===== src/rtl/rgb2gray_deadlock_detector.sv =====
// Deadlock detector for the rgb2gray kernel monitor: declares a stall once the
// block/idle pattern has stayed unchanged for THRESHOLD consecutive cycles.
module rgb2gray_deadlock_detector #(
    parameter int N_AXIS    = 2,
    parameter int N_INST    = 2,
    parameter int N_IBLK    = 1,
    parameter int THRESHOLD = 16,
    parameter int CNT_W     = 8,
    parameter int STICKY    = 0
) (
    input  logic              kernel_monitor_clock,
    input  logic              kernel_monitor_reset,
    input  logic              enable,
    input  logic              clear,
    input  logic [N_AXIS-1:0] axis_block_sigs,
    input  logic [N_INST-1:0] inst_idle_sigs,
    input  logic [N_IBLK-1:0] inst_block_sigs,
    output logic              block,
    output logic              block_pulse,
    output logic [N_AXIS-1:0] block_axis_snap,
    output logic [CNT_W-1:0]  stall_count,
    output logic [7:0]        block_events
);

    localparam int              PAT_W   = N_AXIS + N_IBLK;
    localparam logic [CNT_W-1:0] THR     = CNT_W'(THRESHOLD);
    localparam logic [CNT_W-1:0] CNT_ONE = CNT_W'(1);
    localparam logic [CNT_W-1:0] CNT_MAX = {CNT_W{1'b1}};
    localparam bit              THR_ONE = (THRESHOLD == 1);
    localparam bit              IS_STICKY = (STICKY != 0);

    typedef enum logic [1:0] {
        IDLE,
        COUNT,
        BLOCKED
    } state_e;

    state_e              state_q, state_d;
    logic [PAT_W-1:0]    pat_q, pat_d;
    logic [CNT_W-1:0]    cnt_q, cnt_d;
    logic                block_q, block_d;
    logic                pulse_q, pulse_d;
    logic [N_AXIS-1:0]   snap_q, snap_d;
    logic [7:0]          ev_q, ev_d;

    logic                stall;
    logic [PAT_W-1:0]    pat;
    logic [CNT_W-1:0]    cnt_inc;
    logic                entry;

    // A fully idle kernel is never treated as deadlocked.
    assign stall   = enable & ~(&inst_idle_sigs) & ((|axis_block_sigs) | (|inst_block_sigs));
    assign pat     = {inst_block_sigs, axis_block_sigs};
    assign cnt_inc = cnt_q + CNT_ONE;

    always_comb begin
        state_d = state_q;
        pat_d   = pat_q;
        cnt_d   = cnt_q;
        block_d = block_q;
        pulse_d = 1'b0;
        snap_d  = snap_q;
        ev_d    = ev_q;
        entry   = 1'b0;

        if (clear) begin
            if (IS_STICKY) begin
                block_d = 1'b0;
            end
            snap_d = '0;
            ev_d   = 8'd0;
        end

        case (state_q)
            IDLE: begin
                if (stall) begin
                    pat_d = pat;
                    cnt_d = CNT_ONE;
                    if (THR_ONE) begin
                        state_d = BLOCKED;
                        entry   = 1'b1;
                    end else begin
                        state_d = COUNT;
                    end
                end else begin
                    cnt_d = '0;
                end
            end
            COUNT: begin
                if (!stall) begin
                    state_d = IDLE;
                    cnt_d   = '0;
                end else if (pat != pat_q) begin
                    pat_d = pat;
                    cnt_d = CNT_ONE;
                end else begin
                    cnt_d = cnt_inc;
                    if (cnt_inc == THR) begin
                        state_d = BLOCKED;
                        entry   = 1'b1;
                    end
                end
            end
            BLOCKED: begin
                // Any progress (stall gone or pattern moved) ends the episode.
                if (!stall || (pat != pat_q)) begin
                    state_d = IDLE;
                    cnt_d   = '0;
                    if (!IS_STICKY) begin
                        block_d = 1'b0;
                    end
                end else if (cnt_q != CNT_MAX) begin
                    cnt_d = cnt_inc;
                end
            end
            default: begin
                state_d = IDLE;
                cnt_d   = '0;
            end
        endcase

        // Entry overrides a simultaneous clear.
        if (entry) begin
            block_d = 1'b1;
            pulse_d = 1'b1;
            snap_d  = axis_block_sigs;
            if (clear) begin
                ev_d = 8'd1;
            end else if (ev_q != 8'hFF) begin
                ev_d = ev_q + 8'd1;
            end else begin
                ev_d = ev_q;
            end
        end
    end

    always_ff @(posedge kernel_monitor_clock or negedge kernel_monitor_reset) begin
        if (!kernel_monitor_reset) begin
            state_q <= IDLE;
            pat_q   <= '0;
            cnt_q   <= '0;
            block_q <= 1'b0;
            pulse_q <= 1'b0;
            snap_q  <= '0;
            ev_q    <= 8'd0;
        end else begin
            state_q <= state_d;
            pat_q   <= pat_d;
            cnt_q   <= cnt_d;
            block_q <= block_d;
            pulse_q <= pulse_d;
            snap_q  <= snap_d;
            ev_q    <= ev_d;
        end
    end

    assign block           = block_q;
    assign block_pulse     = pulse_q;
    assign block_axis_snap = snap_q;
    assign stall_count     = cnt_q;
    assign block_events    = ev_q;

endmodule


===== config.mk =====
export PLATFORM = sky130hd
export DESIGN_NAME = rgb2gray_deadlock_detector
export DESIGN_NICKNAME = d
export VERILOG_FILES = /design/src/rtl/rgb2gray_deadlock_detector.sv
export SDC_FILE = /design/constraint.sdc
export NUM_CORES = 1
export LEC_CHECK = 0
export BUFFER_PORTS_ARGS = -buffer_cell sky130_fd_sc_hd__clkbuf_2
export CAP_MARGIN = 20
export CORE_ASPECT_RATIO = 1.4
export CORE_MARGIN = 1.5
export CORE_UTILIZATION = 35
export DETAILED_ROUTE_END_ITERATION = 10
export GPL_TIMING_DRIVEN = 0
export PLACE_DENSITY = 0.56
export SKIP_LAST_GASP = 1
export SYNTH_ARGS = -nofsm -noshare
export SYNTH_HDL_FRONTEND = slang
export SYNTH_SLANG_ARGS = --single-unit

===== constraint.sdc =====
create_clock -name kernel_monitor_clock -period 4.2 [get_ports kernel_monitor_clock]
set_input_delay 0.42 -clock kernel_monitor_clock [delete_from_list [all_inputs] [get_ports kernel_monitor_clock]]
set_output_delay 0.42 -clock kernel_monitor_clock [all_outputs]
set_load 0.02 [all_outputs]

==> Yosys cells after proc, flatten, opt, wreduce, memory -nomap -nowiden <==
Cells that the tools add are included.
{ "totals": {"regBits": 25, "in_bits": 9, "output_inout_bits": 20} }
{ "classes": {"n_addsub": 2, "eq_ne": 13, "n_mux": 30, "bitwise": 4, "reduce_logical": 14} }
{ "op_table": {"columns": ["op", "count"], "rows": [
  ["two-way mux 8 bit", 8],
  ["case mux 8 bit (3 select lines)", 1],
  ["adder 8 x 1 -> 8 bit, second input constant", 2],
  ["!= test 8 bit, second input constant", 2],
  ["two-way mux 2 bit", 7],
  ["nonzero test 2 bit", 5],
  ["two-way mux 1 bit", 9],
  ["two-way mux 3 bit", 3],
  ["!= test 3 bit, second input constant", 3],
  ["== test 8 x 5 -> 1 bit, second input constant", 1],
  ["!= test 2 bit, second input constant", 4],
  ["AND reduction 4 bit", 2],
  ["case mux 2 bit (3 select lines)", 1],
  ["case mux 3 bit (2 select lines)", 1],
  ["AND reduction 2 bit", 3],
  ["!= test 3 bit", 1],
  ["bitwise AND 1 bit", 2],
  ["== test 2 x 1 -> 1 bit, second input constant", 1],
  ["== test 2 bit, second input constant", 1],
  ["logical NOT 2 bit", 1],
  ["OR reduction 2 bit", 1],
  ["logical NOT 1 bit", 1],
  ["logical OR 1 bit", 1],
  ["NOT 1 bit", 1],
  ["bitwise OR 1 bit", 1]
]} }

==> Longest topological paths before layout <==
Gate-level depths: netlist (run 1).
{ "depth": {"ltp_word": 9, "mapped_depth": 8, "mapped_depth_nobuf": 7} }

==> Least setup slack after synthesis (run 1) <==
No wires, ideal clock.
{ "synth_path": {"path_type": "input to register", "from": "input port axis_block_sigs[0]", "to": "register ev_q[4], in the netlist block_events[4]", "setup_ns": 0.078, "arrival_ns": 2.632, "required_ns": 4.122, "path_slack_ns": 1.490, "cell_stages": 7, "path_cell_list": "xor2_1 -> or4b_1 -> or4b_1 -> or4b_1 -> buf_2 -> or3_1 -> a21oi_1"} }
{ "synth_between": {"elab_chain_len": 7} }
{ "synth_lines": {"columns": ["item", "line_no", "text"], "rows": [
  ["from (decl)", "15", "input logic [N_AXIS-1:0] axis_block_sigs,"],
  ["OR reduction 2 bit", "52", "assign stall = enable & ~(&inst_idle_sigs) & ((|axis_block_sigs) | (|inst_block_sigs));"],
  ["bitwise OR 1 bit", "52", null],
  ["bitwise AND 1 bit", "52", null],
  ["two-way mux 1 bit *", "90", "if (!stall) begin"],
  ["two-way mux 1 bit *", "74", "case (state_q)"],
  ["nonzero test 2 bit (no source line)", null, null],
  ["AND reduction 2 bit (no source line)", null, null],
  ["to (signal assigned)", "153", "ev_q <= ev_d;"],
  ["to (decl)", "44", "logic [7:0] ev_q, ev_d;"]
]} }
Mark *: on every way between the ends. The rest lies on a longest branch, timed or not.
A chain may end at the register's enable or synchronous reset.

==> Worst setup path in the final report (run 1) <==
{ "layout_path": {"from": "register pat_q[0]", "to": "register ev_q[4], in the netlist block_events[4]"} }
{ "layout_between": {"elab_chain_len": 6} }
{ "layout_lines": {"columns": ["item", "line_no", "text"], "rows": [
  ["from (decl)", "39", "logic [PAT_W-1:0] pat_q, pat_d;"],
  ["from (signal assigned)", "148", "pat_q <= pat_d;"],
  ["!= test 3 bit *", "93", "end else if (pat != pat_q) begin"],
  ["two-way mux 1 bit *", "93", null],
  ["two-way mux 1 bit *", "90", null],
  ["two-way mux 1 bit *", "74", null],
  ["nonzero test 2 bit (no source line)", null, null],
  ["AND reduction 2 bit (no source line)", null, null]
]} }
Marked as above.

==> results of run 1 <==
sequential cells by signal, indices dropped and copies added, names as in the netlist:
register         flops
block                1
block_axis_snap      2
block_events         8
block_pulse          1
pat_q                3
stall_count          8
state_q              2
synthesized netlist by cell type, types with 3 or more instances:
| library cell | n | area, um^2 |
|---|---|---|
| o21ai_0 | 13 | 65.1 |
| nand2b_1 | 5 | 31.3 |
| and3_1 | 3 | 18.8 |
| dfrtp_1 | 25 | 626 |
| or3_1 | 5 | 31.3 |
| or4b_1 | 3 | 30.0 |
| nand3_1 | 8 | 40.0 |
| a21oi_1 | 7 | 35.0 |
| nor2_1 | 4 | 15.0 |
| nand2_1 | 8 | 30.0 |
| nand4_1 | 3 | 18.8 |
| ha_1 | 3 | 37.5 |
| inv_1 | 4 | 15.0 |
| clkbuf_1 | 4 | 15.0 |
| xor2_1 | 4 | 35.0 |
| mux2_2 | 5 | 56.3 |
| nor3_1 | 6 | 30.0 |
through the flow:
step                hold slack, ns  instance area [um^2]  instances  power, W
floorplan                    0.124                  1350        139  0.000299
detailed placement           0.476                  1540        209  0.000323
global route                 0.191                  1590        213  0.000492
global placement             0.473                  1540        209  0.000321
finish                       0.148                  1590        213  0.000464
CTS                          0.173                  1590        213  0.000471
cell families (layout without fill, tap and decap cells):
group / count (synthesis) / count (layout) / synth area share (%)
multiplexers: 6 / 6 / 4.91
buffers and inverters: 9 / 41 / 2.59
flip-flops: 25 / 25 / 46.3
XOR/XNOR: 6 / 6 / 3.89
AND/OR/NAND/NOR: 59 / 59 / 26.5
adder cells (fa/ha/maj): 3 / 3 / 2.78
AO/OA/AOI/OAI: 31 / 31 / 13.1
routing by layer:
metal,vias to the layer above,track usage [%],share of wire [%]
li1,573,-,-
met1,563,18.0,43
met2,27,25.2,52
met3,2,2.38,3.9
met4,0,4.63,0.66
met5,-,0,0
cell type report:
class                      instances  area share, %
inverter                           4          0.943
multi-input combinational        105           43.4
clock inverter                     1          0.471
clock buffer                       3           2.59
buffer                             5           1.26
tap                               42           3.30
sequential                        25           39.3
timing repair buffer              28           8.80
path summary, 6_finish.rpt:
kind / from / to / slack (ns)
worst max-delay path: pat_q[0]$_DFFE_PN0P_ / block_events[4]$_DFFE_PN0P_ / 1.35
worst min-delay path: kernel_monitor_reset / stall_count[5]$_DFFE_PN0P_ / 0.15
worst max register to register: pat_q[0]$_DFFE_PN0P_ / block_events[4]$_DFFE_PN0P_ / 1.35
worst min register to register: block$_DFFE_PN0P_ / block$_DFFE_PN0P_ / 0.51
max in group asynchronous: kernel_monitor_reset / block_events[7]$_DFFE_PN0P_ / 3.64
min in group kernel_monitor_clock: axis_block_sigs[1] / block_axis_snap[1]$_DFFE_PN0P_ / 0.40
power breakdown:
| group | switching [W] | internal (W) | leakage (nW) |
|---|---|---|---|
| sequential | 0.0000151 | 0.000251 | 0.339 |
| combinational | 0.0000301 | 0.0000210 | 0.369 |
| clock | 0.0000797 | 0.0000672 | 0.0217 |
| total | 0.000125 | 0.000339 | 0.730 |
==> metrics.md, run 1 <==
| Metric | Value |
|---|---|
| Global-route wire length before repair | roughly 5000 um |
| Antenna violations before repair | 0 |
| CTS Buffer Depth | 2 |
| RSZ-0062 raised after global routing | no |
| IO Pins | 29 |
| Post CTS Setup Buffer Count | 0 |
| Inserted Clock Buffers | 3 |
| Ys async rst share | 100% |
| Vias in the first global route | between 1000 and 1500 |
| Clock skew | between 0.008 and 0.009 ns |
| Cell Chain, Critical Path | xor2_1 -> or4b_1 -> or4b_1 -> or4b_1 -> buf_2 -> or3_1 -> a21oi_1 |
| HPWL Detailed | 2150 um |
| CTS root buffer | clkbuf_8 |
| Crit Path Class | reg -> reg |
| Worst r2r path cells | 7 |
| Total number of vias | about 1200 |
| Port Buffers | 28 |
| GRT Residual Overflow | 0 |
| Max VDD drop | 0.166 mV |
| Avg Synthesized Cell Area | 9.72 um^2 |
| Setup TNS | 0 ns |
| Largest net degree at the start of global routing | 26 |
| CP max FO | 7 |
| Via density | 5.47 |
| Seq cells post-synth | 25 |
| Crit-path slowest cell | or4b_1 |
| Die area | 4250 um^2 |
| P&R area growth vs syn | 17.9% |
| Register Area | 626 um^2 |
| Row count | 26 |
| Relative slew slack | 52.1% |
| Sequential area share after synthesis | between 40% and 50% |
| Ys flop type | dfrtp_1 |
| CORE AREA | approximately 3700 um^2 |
| Required @ worst endpoint | roughly 4.4 ns |
| Clock latency at the later pin of the worst-skew pair | 0.27 ns |
| Most frequent cells in the layout | 28 x clkbuf_2, 25 x dfrtp_1, 13 x o21ai_0, 8 x nand2_1, 8 x nand3_1 |
| Initial Util | 36.8% |
| Syn Inst Count | 139 |
| Routed wire length per instance | 13.5 um |
| HP Class | in -> async |
| Clock sinks | 25 |
| Pre-CTS setup slack | between 1 and 1.5 ns |
| Final Util | 43.3% |
| Slew Limit Fails | 0 |
| Iter 0 DRT Violations | 36 |
| Final hold vios | 0 |
| # setup viols final | 0 |
| Cell variety after synth | 37 |
| Maximum capacitance violations | 0 |
| Status | completed |
| Synth Cell Area | around 1400 um^2 |
| Critical Path End Type | register |
| Final Wtd Congestion | 0.795 |
| Clock slew at reported path FFs | ~0.10 ns |
| Type of origin of the critical path | register |
| Total track usage | about 14% |
| H-tree level count | 1 |
| Antenna-violating nets left | 0 |
| Filler Cell Count | 374 |
| Worst setup margin | 1.35 ns |
| 1st-pass router iterations | 4 |
| Family with the most delay on the worst path | simple AND/OR/NAND/NOR gates |
| Hold Buf Count CTS | 0 |
| F_max | 351 MHz |
| Die height | roughly 77 um |
| Final Critical Period | around 2.8 ns |
| Crit path depth | 7 |
| Static power due to leakage | 0.730 nW |
| N_diodes | 0 |
| Syn nets | 151 |
| EDFF count, synth | 0 |
| PostCTS Resize Cnt | 0 |
| Routed WL | 2870 um |
| Multi-input combinational cell area | 691 um^2 |
| Slowest stage delay, CP | ~0.57 ns |
| Share of cells above drive strength 1 | 22.8% |
| # nets final | 184 |
| Buf/Inv on CP | 1 |
| DRC | 0 |
| Synth warn | 0 |
| Slew of the pin with the lowest slew margin | 0.712 ns |
| Post-route clock period utilization | 67.8% |
| Cell Pwr Density | 291 nW/um^2 |
| CP Data Arrival Time | 3.04 ns |
| Commonest non-fill, non-tap cell in the layout | clkbuf_2 |
| CP dominant cell by count | or4b_1 |
| CTS tree | done |
| DIE WIDTH | ~56 um |
No activity file was read; power rests on OpenSTA's default activity.
==> run 2, diff against run 1 <==
- clock period: 4.2 -> 2.8 ns (I/O delays scaled with it)
==> metrics.md, run 2 (synthesis gave the netlist of run 1 again) <==
| Metric | Value |
|---|---|
| Static power due to leakage | 0.737 nW (+1.1%) |
| Critical Path End Type | register |
| Antenna-violating nets left | 0 (unchanged) |
| Status | completed |
| H-tree level count | 1 (unchanged) |
| GRT Residual Overflow | 0 (unchanged) |
| Total number of vias | 1165 (unchanged) |
| RSZ-0062 raised after global routing | yes |
| Worst r2r dst | block_events[4]$_DFFE_PN0P_ |
| CP max FO | 7 (unchanged) |
| Clock slew at reported path FFs | 0.09 ns (about the same) |
| CORE AREA | 3680 um^2 (unchanged) |
| Total power | 0.000697 W (+50%) |
| Metal2 WL | 1480 um (-0.80%) |
| Largest net degree at the start of global routing | 26 (unchanged) |
| Routed length on met3 | 82 um (-27%) |
| Crit path depth | 7 (unchanged) |
| Final Critical Period | 2.79 ns (-0.0556 ns) |
| DIE WIDTH | 55.5 um (unchanged) |
| Crit-path slowest cell | or4b_4 |
| Slowest stage delay, CP | 0.55 ns (-0.02 ns) |
| Routed WL | 2900 um (+0.91%) |
| HP Class | in -> async |
| Relative slew slack | 57.9% (+5.8 points) |
| 1st-pass router iterations | 4 (unchanged) |
| Row count | 26 (unchanged) |
| Hold Buf Count CTS | 0 (unchanged) |
| Antenna violations before repair | 0 (unchanged) |
| Clock latency at the later pin of the worst-skew pair | 0.27 ns (about the same) |
| Commonest non-fill, non-tap cell in the layout | clkbuf_2 |
| Crit Path Class | reg -> reg |
| # setup viols final | 0 (unchanged) |
| Fin cells | 212 (-0.47%) |
| CP dominant cell by count | or4b_1 |
| Maximum capacitance violations | 0 (unchanged) |
| M1 WL | 1300 um (+4.1%) |
| Max VDD drop | 0.253 mV (+53%) |
| Type of origin of the critical path | register |
| IO Pins | 29 (unchanged) |
| Die area | 4250 um^2 (unchanged) |
| Worst r2r path cells | 7 (unchanged) |
| Cells after DPL | 209 (unchanged) |
| Filler Cell Count | 368 (-1.6%) |
| HPWL Detailed | 2150 um (unchanged) |
| Cell Pwr Density | 434 nW/um^2 (+49%) |
| Inserted Clock Buffers | 3 (unchanged) |
| Port Buffers | 28 (unchanged) |
| CTS Buffer Depth | 2 (unchanged) |
| DRC | 0 (unchanged) |
| Final Wtd Congestion | 0.795 (unchanged) |
| Most frequent cells in the layout | 29 x clkbuf_2, 25 x dfrtp_1, 13 x o21ai_0, 8 x nand2_1, 8 x nand3_1 |
| Cell Chain, Critical Path | xor2_1 -> or4b_4 -> or4b_1 -> or4b_1 -> buf_6 -> or3_1 -> a21oi_1 |
| Final hold vios | 0 (unchanged) |
| Share of cells above drive strength 1 | 24.7% (+1.9 points) |
| Post CTS Setup Buffer Count | 0 (unchanged) |
| Required @ worst endpoint | 2.99 ns (-1.40 ns) |
| Routed wire length per instance | 13.7 um (+1.4%) |
| F_max | 358 MHz (+2.0%) |
| Slew Limit Fails | 0 (unchanged) |
| Uppermost layer routed | met4 |
| Vias in the first global route | 1155 (+0.70%) |
| Worst setup path start | pat_q[0]$_DFFE_PN0P_ |
| N_diodes | 0 (unchanged) |
| Family with the most delay on the worst path | simple AND/OR/NAND/NOR gates |
| Buf/Inv on CP | 1 (unchanged) |
| Die height | 76.5 um (unchanged) |
| Clock skew | 0.00625 ns (-0.00244 ns) |
| Flop2flop setup slack | 0.008 ns (-1.34 ns) |
| CP Data Arrival Time | 2.99 ns (-0.05 ns) |
| Slew of the pin with the lowest slew margin | 0.632 ns (-0.0802 ns) |
| CTS root buffer | clkbuf_8 |
| Post-route clock period utilization | 99.7% (+32 points) |
| P&R area growth vs syn | 18.9% |
| R2r startpoint | pat_q[0]$_DFFE_PN0P_ |
| Total track usage | 14.6% (+0.11 points) |
| Clock sinks | 25 (unchanged) |
| Global-route wire length before repair | 5110 um (+0.69%) |
| Initial Util | 36.8% (unchanged) |
| Via density | 5.50 (+0.47%) |
| Iter 0 DRT Violations | 39 (+8.3%) |
| # nets final | 183 (-0.54%) |
| CTS tree | done |
## run 2: cell types whose count changed in the layout (fill, tap and decap cells not counted)
cell      change
or4b_1        -1
or4b_4        +1
nor4_1        -1
clkbuf_2      +1
nor4_2        +1
buf_6         +1
clkbuf_1      -2
buf_2         -1
## run 2: timing repair
action	4_1_cts	5_1_grt
setup endpoints to repair	3	3
gates resized for setup	3	3
pin swaps	1	0
gates cloned	0	0
## run 2: layout make-up
class,count,area [um^2],area share [%]
plain buffers,4,23.8,1.48
repair buffers,28,140,8.72
clock inverters,1,7.51,0.467
inverters,4,15.0,0.935
well taps,42,52.6,3.27
flip-flops and latches,25,626,38.9
clock buffers,3,41.3,2.57
multi-input cells,105,701,43.6
## run 2: where the power goes
part	internal, W	switching, W
Combinational	0.0000326	0.0000472
Clock	0.000101	0.000118
Sequential	0.000376	0.0000225
## run 2: how the worst max path moves through the flow
stage / end / slack, ns
finish: block_events[4]$_DFFE_PN0P_ / 0.008
global route: block_events[4]$_DFFE_PN0P_ / -0.09
CTS: block_events[4]$_DFFE_PN0P_ / -0.01
detailed placement: block_events[4]$_DFFE_PN0P_ / -0.05
global placement: block_events[4]$_DFFE_PN0P_ / -0.05
floorplan: block_events[4]$_DFFE_PN0P_ / 0.15
## run 2: metrics by stage
| step | util, % | TNS (ns) | hold slack, ns | instance area, um^2 | worst slack (ns) |
|---|---|---|---|---|---|
| floorplan | - | 0 | -0.0156 | 1350 | 0.154 |
| global placement | 42.0 | -0.116 | 0.333 | 1540 | -0.0506 |
| detailed placement | 42.0 | -0.134 | 0.336 | 1540 | -0.0541 |
| CTS | 43.7 | -0.0137 | 0.0326 | 1610 | -0.0137 |
| global route | 43.7 | -0.0914 | 0.0511 | 1610 | -0.0914 |
| finish | 43.7 | 0 | 0.00964 | 1610 | 0.00753 |
## run 2: routing by layer
| metal | track usage [%] | up-vias |
|---|---|---|
| met5 | 0 | - |
| met4 | 4.63 | 0 |
| li1 | - | 571 |
| met3 | 2.38 | 5 |
| met1 | 18.0 | 565 |
| met2 | 25.6 | 24 |
==> run 3, diff against run 2 <==
- ABC_AREA: unset -> 1
==> metrics.md, run 3 <==
| Metric | Value |
|---|---|
| Status | completed |
| Die height | 81.8 um (+6.9%) |
| HP Class | in -> async |
| R2r startpoint | stall_count[0]$_DFFE_PN0P_ |
| Relative slew slack | 57.3% (-0.53 points) |
| Syn Inst Count | 194 (+40%) |
| Crit-path slowest cell | dfrtp_1 |
| Register Area | 626 um^2 (unchanged) |
| Area fraction of the dominant cell type after synthesis | 40.3% (-6.0 points) |
| GRT Residual Overflow | 0 (unchanged) |
| Yosys top cell by area | dfrtp_1 |
| Post-route clock period utilization | 69.5% (-30 points) |
| RSZ-0062 raised after global routing | no |
| Filler Cell Count | 460 (+25%) |
| F_max | 514 MHz (+43%) |
| Final Critical Period | 1.95 ns (-0.846 ns) |
| Worst setup margin | 0.854 ns (+0.846 ns) |
| Cell Chain, Critical Path | ha_1 -> nand2_2 -> inv_2 -> nand2_1 -> nand3_2 -> nor2_4 -> nand4_2 -> nor2_4 -> nand2_4 -> nand3_1 -> nand2_1 |
| Clock latency at the later pin of the worst-skew pair | 0.27 ns (about the same) |
| Cell variety after synth | 28 (-24%) |
| Buf/Inv on CP | 1 (unchanged) |
| Slowest stage delay, CP | 0.47 ns (-0.08 ns) |
| Required @ worst endpoint | 2.97 ns (-0.02 ns) |
| Share of cells above drive strength 1 | 27.4% (+2.7 points) |
| Total number of vias | 1312 (+13%) |
| Sequential area share after synthesis | 40.3% (-6.0 points) |
| CTS Buffer Depth | 2 (unchanged) |
| Final Wtd Congestion | 0.802 (+0.84%) |
| Leading cell types by total area after synthesis | dfrtp_1 40%, nand2_1 11%, nand3_1 7.4% |
| Pre-CTS setup slack | 0.852 ns (+0.906 ns) |
| Seq pwr share | 54.2% (-2.9 points) |
| Count leader, synth | nand2_1 |
| Most frequent cells in the layout | 45 x nand2_1, 28 x clkbuf_2, 25 x dfrtp_1, 23 x nand3_1, 22 x inv_1 |
| CTS tree | done |
| Clock Power Share | 28.1% (-3.3 points) |
| Post-synth top cells | 45 x nand2_1, 25 x dfrtp_1, 23 x nand3_1 |
| Ys async rst share | 100% (unchanged) |
| Antenna-violating nets left | 0 (unchanged) |
| Via density | 4.59 (-17%) |
| Crit Path Class | reg -> reg |
| Family with the most delay on the worst path | simple AND/OR/NAND/NOR gates |
| PostCTS Resize Cnt | 0 (-3) |
| Worst setup path start | stall_count[0]$_DFFE_PN0P_ |
| Internal power | 0.000536 W (+5.3%) |
| Type of origin of the critical path | register |
| Port Buffers | 28 (unchanged) |
| Hold Buf Count CTS | 0 (unchanged) |
| Routed WL | 3190 um (+10%) |
| # nets final | 239 (+31%) |
| Routed wire length per instance | 11.2 um (-18%) |
| CP max FO | 7 (unchanged) |
| Avg Synthesized Cell Area | 8.00 um^2 (-18%) |
| Post CTS Setup Buffer Count | 0 (unchanged) |
| Maximum capacitance violations | 0 (unchanged) |
| Ys flop type | dfrtp_1 |
| Max VDD drop | 0.172 mV (-32%) |
| Clock skew | 0.00392 ns (-0.00233 ns) |
| H-tree level count | 1 (unchanged) |
| Die area | 4850 um^2 (+14%) |
| Static power due to leakage | 0.926 nW (+26%) |
| Global-route wire length before repair | 5110 um (+0.12%) |
| Total track usage | 14.2% (-0.44 points) |
| Sw Pwr | 0.000239 W (+27%) |
| P&R area growth vs syn | 16.8% |
| Sw Share | 30.8% (+3.9 points) |
| Row count | 28 (+7.7%) |
| Seq cells post-synth | 25 (unchanged) |
| N_diodes | 0 (unchanged) |
| Clock sinks | 25 (unchanged) |
| Clock slew at reported path FFs | 0.09 ns (about the same) |
| # setup viols final | 0 (unchanged) |
| Synth warn | 0 (unchanged) |
| Initial Util | 36.6% (-0.13 points) |
| Fin cells | 286 (+35%) |
| CTS root buffer | clkbuf_8 |
| Total power | 0.000775 W (+11%) |
| DIE WIDTH | 59.3 um (+6.8%) |
| Syn nets | 206 (+36%) |
| Largest net degree at the start of global routing | 26 (unchanged) |
| Commonest non-fill, non-tap cell in the layout | nand2_1 |
| Antenna violations before repair | 0 (unchanged) |
| Cells after DPL | 282 (+35%) |
| HPWL Detailed | 2470 um (+15%) |
| Vias in the first global route | 1169 (+1.2%) |
| CP Data Arrival Time | 2.12 ns (-0.87 ns) |
| 1st-pass router iterations | 4 (unchanged) |
| Synth Cell Area | 1550 um^2 (+15%) |
| Comb pwr share | 17.7% (+6.3 points) |
| Crit path depth | 11 (+4) |
| Worst r2r path cells | 11 (+4) |
| EDFF count, synth | 0 (unchanged) |
| Multi-input combinational cell area | 825 um^2 (+18%) |
| Final hold vios | 0 (unchanged) |
| Iter 0 DRT Violations | 26 (-33%) |
| Slew of the pin with the lowest slew margin | 0.640 ns (+0.00798 ns) |
| Cell Pwr Density | 427 nW/um^2 (-1.5%) |
| IO Pins | 29 (unchanged) |
| Slew Limit Fails | 0 (unchanged) |
| Critical Path End Type | register |
| Hold_ws | 0.0118 ns (+0.00213 ns) |
| Setup TNS | 0 ns (unchanged) |
| Inserted Clock Buffers | 3 (unchanged) |
| CORE AREA | 4240 um^2 (+15%) |
| DRC | 0 (unchanged) |
-- run 3: layout make-up --
class,count,area share (%)
clock inverters,1,0.276
repair buffers,28,7.72
clock buffers,3,2.28
flip-flops and latches,25,34.5
multi-input cells,142,45.4
inverters,26,5.38
plain buffers,1,0.276
well taps,60,4.14
-- run 3: power by group through the flow --
stage / Sequential, W / Clock (W) / Combinational [W]
6_report: 0.000420 / 0.000218 / 0.000137
4_1_cts: 0.000421 / 0.000226 / 0.000139
3_3_place_gp: 0.000426 / 0 / 0.000137
5_1_grt: 0.000425 / 0.000245 / 0.000156
2_1_floorplan: 0.000424 / 0 / 0.0000966
3_5_place_dp: 0.000427 / 0 / 0.000139
-- run 3: cell families (layout without fill, tap and decap cells) --
group                      Yosys count  after routing  synth area share, %
and+or+nand+nor                    112            112                 38.5
buffers and inverters               27             59                 6.61
DFF                                 25             25                 40.3
AOI/OAI and AO/OA                   19             19                 7.66
xor gates and xnor gates             8              8                 4.51
adders and majority gates            3              3                 2.42
-- run 3: path summary, 6_finish.rpt --
check                                                 endpoint  slack [ns]
setup / recovery                   block_events[6]$_DFFE_PN0P_        0.85
hold / removal                           block_pulse$_DFF_PN0_        0.01
setup reg to reg                   block_events[6]$_DFFE_PN0P_        0.85
hold reg to reg                              block$_DFFE_PN0P_        0.51
max in group asynchronous                 pat_q[1]$_DFFE_PN0P_        2.38
min in group kernel_monitor_clock         pat_q[2]$_DFFE_PN0P_        0.29
-- run 3: metrics by stage --
step                      utilization, %  area (um^2)
after floorplan                        -         1550
after global placement              41.7         1770
after detailed placement            41.7         1770
after CTS                           42.8         1810
after global routing                42.8         1810
final                               42.8         1810
-- run 3: worst reg2reg max path, stage by stage (launching register included) --
cell and delay [ns]:
dfrtp_1 0.47, ha_1 0.27, nand2_2 0.12, inv_2 0.05
nand2_1 0.10, nand3_2 0.10, nor2_4 0.14, nand4_2 0.16
nor2_4 0.20, nand2_4 0.11, nand3_1 0.08, nand2_1 0.05
-- run 3: routing by layer --
| layer | vias up | track usage [%] | part of all wire (%) |
|---|---|---|---|
| li1 | 685 | - | - |
| met5 | - | 0 | 0 |
| met2 | 20 | 25.1 | 52 |
| met3 | 5 | 2.05 | 2.6 |
| met4 | 0 | 6.82 | 2.0 |
| met1 | 602 | 16.3 | 44 |
